--- config.mk ---
export PLATFORM = sky130hd
export DESIGN_NAME = clock_meas
export DESIGN_NICKNAME = d
export VERILOG_FILES = /design/src/rtl/clock_meas.sv
export SDC_FILE = /design/constraint.sdc
export NUM_CORES = 1
export LEC_CHECK = 0
export BUFFER_PORTS_ARGS = -buffer_cell sky130_fd_sc_hd__buf_2
export CORE_ASPECT_RATIO = 1.1
export CORE_MARGIN = 2
export CORE_UTILIZATION = 40
export CTS_CLUSTER_DIAMETER = 100
export DETAILED_ROUTE_END_ITERATION = 6
export HOLD_SLACK_MARGIN = 0.02
export SKIP_LAST_GASP = 1
export SLEW_MARGIN = 20
export SYNTH_ARGS = -nofsm -noshare
export SYNTH_HDL_FRONTEND = slang
export SYNTH_SLANG_ARGS = --single-unit
--- constraint.sdc ---
create_clock -name clk_in -period 2.9 [get_ports clk_in]
set_input_delay 0.435 -clock clk_in [delete_from_list [all_inputs] [get_ports clk_in]]
set_output_delay 0.435 -clock clk_in [all_outputs]
set_load 0.02 [all_outputs]
--- src/rtl/clock_meas.sv ---
// Measures high time, low time and period of a divided clock in clk_in cycles,
// publishes each full period with a valid strobe and flags lock/overflow.
module clock_meas #(
  parameter int CNT_W  = 8,
  parameter int LOCK_N = 4
) (
  input  logic             clk_in,
  input  logic             rst_n,
  input  logic             clk_mon,
  input  logic             clear,
  output logic [CNT_W-1:0] high_cnt,
  output logic [CNT_W-1:0] low_cnt,
  output logic [CNT_W:0]   period,
  output logic             meas_valid,
  output logic             locked,
  output logic             overflow
);

  localparam int MW = (LOCK_N > 2) ? $clog2(LOCK_N) : 1;
  localparam logic [CNT_W-1:0] CNT_MAX   = '1;
  localparam logic [CNT_W-1:0] CNT_ONE   = CNT_W'(1);
  localparam logic [MW-1:0]    MATCH_TOP = MW'(LOCK_N - 1);
  localparam logic [MW-1:0]    MATCH_ONE = MW'(1);

  typedef enum logic [1:0] {IDLE, HIGH, LOW} state_t;

  logic             m1_q, m2_q;
  logic             rise, fall;
  state_t           state_q;
  logic [CNT_W-1:0] hcnt_q, lcnt_q;
  logic [MW-1:0]    match_q;
  logic             have_prev_q;
  logic [CNT_W:0]   sum_d;
  logic             same_d;
  logic [MW-1:0]    match_d;
  logic             ovf_hit;

  // Sampler resets to "high/high" so a monitored clock that is already high at
  // release never looks like a rise; clear leaves it running for the same reason.
  always_ff @(posedge clk_in or negedge rst_n) begin
    if (!rst_n) begin
      m1_q <= 1'b1;
      m2_q <= 1'b1;
    end else begin
      m1_q <= clk_mon;
      m2_q <= m1_q;
    end
  end

  assign rise = m1_q & ~m2_q;
  assign fall = ~m1_q & m2_q;

  assign sum_d   = {1'b0, hcnt_q} + {1'b0, lcnt_q};
  assign same_d  = have_prev_q && (sum_d == period);
  assign match_d = !same_d ? '0 :
                   (match_q == MATCH_TOP) ? MATCH_TOP : match_q + MATCH_ONE;

  assign ovf_hit = ((state_q == HIGH) && m1_q && !fall && (hcnt_q == CNT_MAX)) ||
                   ((state_q == LOW) && !m1_q && !rise && (lcnt_q == CNT_MAX));

  always_ff @(posedge clk_in or negedge rst_n) begin
    if (!rst_n) begin
      state_q     <= IDLE;
      hcnt_q      <= '0;
      lcnt_q      <= '0;
      match_q     <= '0;
      have_prev_q <= 1'b0;
      high_cnt    <= '0;
      low_cnt     <= '0;
      period      <= '0;
      meas_valid  <= 1'b0;
      locked      <= 1'b0;
      overflow    <= 1'b0;
    end else if (clear) begin
      state_q     <= IDLE;
      hcnt_q      <= '0;
      lcnt_q      <= '0;
      match_q     <= '0;
      have_prev_q <= 1'b0;
      high_cnt    <= '0;
      low_cnt     <= '0;
      period      <= '0;
      meas_valid  <= 1'b0;
      locked      <= 1'b0;
      overflow    <= 1'b0;
    end else begin
      meas_valid <= 1'b0;
      if (ovf_hit) begin
        // Aborted period: published values hold, lock history is forgotten.
        overflow    <= 1'b1;
        locked      <= 1'b0;
        match_q     <= '0;
        have_prev_q <= 1'b0;
        hcnt_q      <= '0;
        lcnt_q      <= '0;
        state_q     <= IDLE;
      end else begin
        case (state_q)
          IDLE: begin
            if (rise) begin
              hcnt_q  <= CNT_ONE;
              state_q <= HIGH;
            end
          end
          HIGH: begin
            if (fall) begin
              lcnt_q  <= CNT_ONE;
              state_q <= LOW;
            end else if (m1_q) begin
              hcnt_q <= hcnt_q + CNT_ONE;
            end
          end
          LOW: begin
            if (rise) begin
              high_cnt    <= hcnt_q;
              low_cnt     <= lcnt_q;
              period      <= sum_d;
              meas_valid  <= 1'b1;
              match_q     <= match_d;
              locked      <= (match_d == MATCH_TOP);
              have_prev_q <= 1'b1;
              hcnt_q      <= CNT_ONE;
              state_q     <= HIGH;
            end else if (!m1_q) begin
              lcnt_q <= lcnt_q + CNT_ONE;
            end
          end
          default: state_q <= IDLE;
        endcase
      end
    end
  end

endmodule

==> out/metrics.cfg <==
[status]
outcome=completed

[pwr]
leakagePower_nw=1.515
combPwrFrac=0.056
p_switching_w=0.0003033
clkPwrFrac=0.394
ir_worst_vdd_uv=211.7
p_per_area_mw_per_mm2=413.5
p_int_w=0.001018
swShare=0.2295
seq_power_share=0.550

[final_layout]
final_util=0.4792
layout-drive-gt1-share=0.1909
antenna_cells=0
final_net_count=347
fillers=646
areaGrowthSynthToFinish_pct=14.22
instances_no_fill=412

[grt]
grt_start_max_net_pins=52
grt_use_total=0.1909
grt_pass1_vias=2318
antenna_found_initial=0
grt_pass1_wl_mm=11.78
grt_remaining_overflow=0

[clocking]
cts_max_level=2
path_clk_slew_ps=90
cts_tree=built
cts_root_buf=clkbuf_8
clk_latency_ps=300
cts_made_buffers=5
cts_sinks=51
clock_path_buffers=2

[placement]
place_congestion=0.8495
dp.cells=404
place_hpwl_mm=4.870
io_buffers=31

[drt]
vias=2345
routed_via_density=5.692
wl_met3_um=294
wl_per_cell_um=16.68
top_layer=met4
wl_met2_mm=3.249
met1Wirelength_mm=3.269
drt_iter0_drc=90
first_pass_iters=4
final_antenna_net_count=0
remaining_drc_errors=0
wirelength_mm=6.874

[sta]
hold_viol=0
finalMaxSlewViolations=0
post-route-period-util=0.9278
tns_ps=0
tightestPinTransition_ps=642.2
setup_viol=0
relSlewSlack=0.5719
fin_skew_ps=4.799
fmax_ghz=0.3717
period_needed_ps=2691
rsz0062_at_grt=no

[synthesis]
synth_area_mm2=0.002799
ys_ff_latch=51
syn_inst=293
synth_commonest_cells=dfrtp_1, o21ai_0, nand2_1
synth-main-ff-cell=dfrtp_1
ys_types=53
ys_warn_count=0
yosys.area.top_type_share=0.4381
syn_nets=311
async_flop_share=1.000
ys_seq_area_frac=0.4569
synth-edff-count=0
yosysMostFrequentCell=dfrtp_1
syn_avg_cell_area_um2=9.553
synth_area_leaders=dfrtp_1, o21ai_0, ha_1
yosysTopAreaCell=dfrtp_1

[setup_path]
r2r-start=hcnt_q[0]$_DFFE_PN0P_
crit_chain=ha_1, inv_1, fa_1, xor2_1, xor2_1, o21ai_0, nand4b_1, nor3_1, o2111ai_1, a211oi_2
cp-start-kind=flop
rr_endpoint=match_q[1]$_DFFE_PN0P_
critPathLaunch=hcnt_q[0]$_DFFE_PN0P_
cp.required_ps=3120
rrSetupSlack_ps=210
cpMaxStageDelayCell=dfrtp_2
cp-endpoint=match_q[1]$_DFFE_PN0P_
rr_worst_depth=10
cp_max_fo=7
path_class=reg2reg
end_kind=flop
crit_path_frequent_cell=xor2_1
crit_path_max_incr_delay_ps=440
cp_data_arrival_time_ps=2910

[floorplanning]
pin_count=32
initial_utilization=0.4195
die_x_um=83.76
die_h_um=91.74
dieArea_mm2=0.007683
coreArea_mm2=0.006671
num_rows=31

[hold_path]
hold_path.class=in2reg

[flow_run]
timing.max_cap.violations=0

-- kinds of logic (layout without fill, tap and decap cells) --
family	after synthesis	in the layout	share of synthesized area
mux	1	1	0.003576
compound gates	93	93	0.2181
flops	51	51	0.4569
fa+ha+maj	14	14	0.06527
xor+xnor	12	12	0.03755
buf+inv	21	58	0.03308
simple gates	101	101	0.1855
-- metrics by stage --
| step | hold WS (ps) | setup slack [ps] | total power (W) | instance area, µm² |
|---|---|---|---|---|
| after global placement | 451.7 | 206.7 | 0.0008153 | 3077 |
| after detailed placement | 446.2 | 146.0 | 0.0008159 | 3077 |
| after floorplan | 139.4 | 609.7 | 0.0007821 | 2799 |
| final | 219.4 | 209.5 | 0.001322 | 3197 |
| after CTS | 206.3 | 129.7 | 0.001343 | 3194 |
| after global routing | 196.4 | 11.10 | 0.001378 | 3197 |
-- power by group through the flow --
stage	logic, W	registers (W)	clock network (W)
floorplan	0.0000457	0.000736	0
global placement	0.0000754	0.000740	0
detailed placement	0.0000754	0.000741	0
CTS	0.0000755	0.000727	0.000541
global route	0.0000853	0.000728	0.000564
finish	0.0000741	0.000727	0.000520
-- layout make-up --
type	count	area, µm²	share of cell area
Multi-Input combinational cell	221	1431	0.4477
Inverter	9	33.78	0.01057
Clock inverter	2	35.03	0.01096
Clock buffer	6	82.58	0.02583
Sequential cell	51	1281	0.4008
Timing Repair Buffer	41	230.2	0.07202
Tap cell	82	102.6	0.03209
-- sequential cells by signal, indices dropped and copies added (netlist names) --
signal,count
low_cnt,8
have_prev_q,1
state_q,2
hcnt_q,8
m2_q,1
meas_valid,1
overflow,1
match_q,2
m1_q,1
high_cnt,8
period,9
locked,1
lcnt_q,8
-- metal layers --
| layer | vias up | track usage |
|---|---|---|
| met5 | - | 0 |
| met4 | 0 | 0.04973 |
| met3 | 6 | 0.03240 |
| met2 | 61 | 0.3107 |
| met1 | 1122 | 0.2644 |
| li1 | 1156 | - |
-- timing repair --
action | in CTS | in global routing
setup endpoints to repair | 0 | 2
setup buffers | 0 | 0
hold buffers | 0 | 0
gates resized for setup | 0 | 2
hold endpoints to repair | 0 | 0
-- placed cells by master (no fill, tap or decap), types with 3 or more instances in the layout --
cell type,netlist,layout
xnor2_1,5,5
nor2b_1,3,3
o21ai_0,36,36
nor3_1,12,12
clkbuf_8,0,6
buf_2,8,31
buf_4,1,10
inv_1,8,8
nand3_1,5,5
xor2_1,7,7
a31oi_1,4,4
dfrtp_1,49,47
and3_1,7,7
ha_1,13,13
a22o_1,18,18
o31ai_1,3,3
nand2_1,25,25
a21oi_1,12,11
nor2_1,23,23
nand4_1,6,6
-- worst max-delay path: cells and delay by family (launching register included) --
family,cells,cell delay (ps)
AO/OA/AOI/OAI,3,630
adder cells (fa/ha/maj),2,590
XOR/XNOR,2,460
flip-flops,1,440
AND/OR/NAND/NOR,2,430
buffers and inverters,1,60
-- how the worst min path moves through the flow --
| stage | startpoint | to | slack, ps | cells past startpoint |
|---|---|---|---|---|
| 2_1_floorplan | rst_n | have_prev_q$_DFFE_PN0P_ | 140 | 0 |
| 3_3_place_gp | m1_q$_DFF_PN1_ | m2_q$_DFF_PN1_ | 450 | 0 |
| 3_5_place_dp | m1_q$_DFF_PN1_ | m2_q$_DFF_PN1_ | 450 | 0 |
| 4_1_cts | clk_mon | m1_q$_DFF_PN1_ | 210 | 1 |
| 5_1_grt | clk_mon | m1_q$_DFF_PN1_ | 200 | 1 |
| 6_report | clk_mon | m1_q$_DFF_PN1_ | 220 | 1 |
Power figures use the tool's default switching activity.
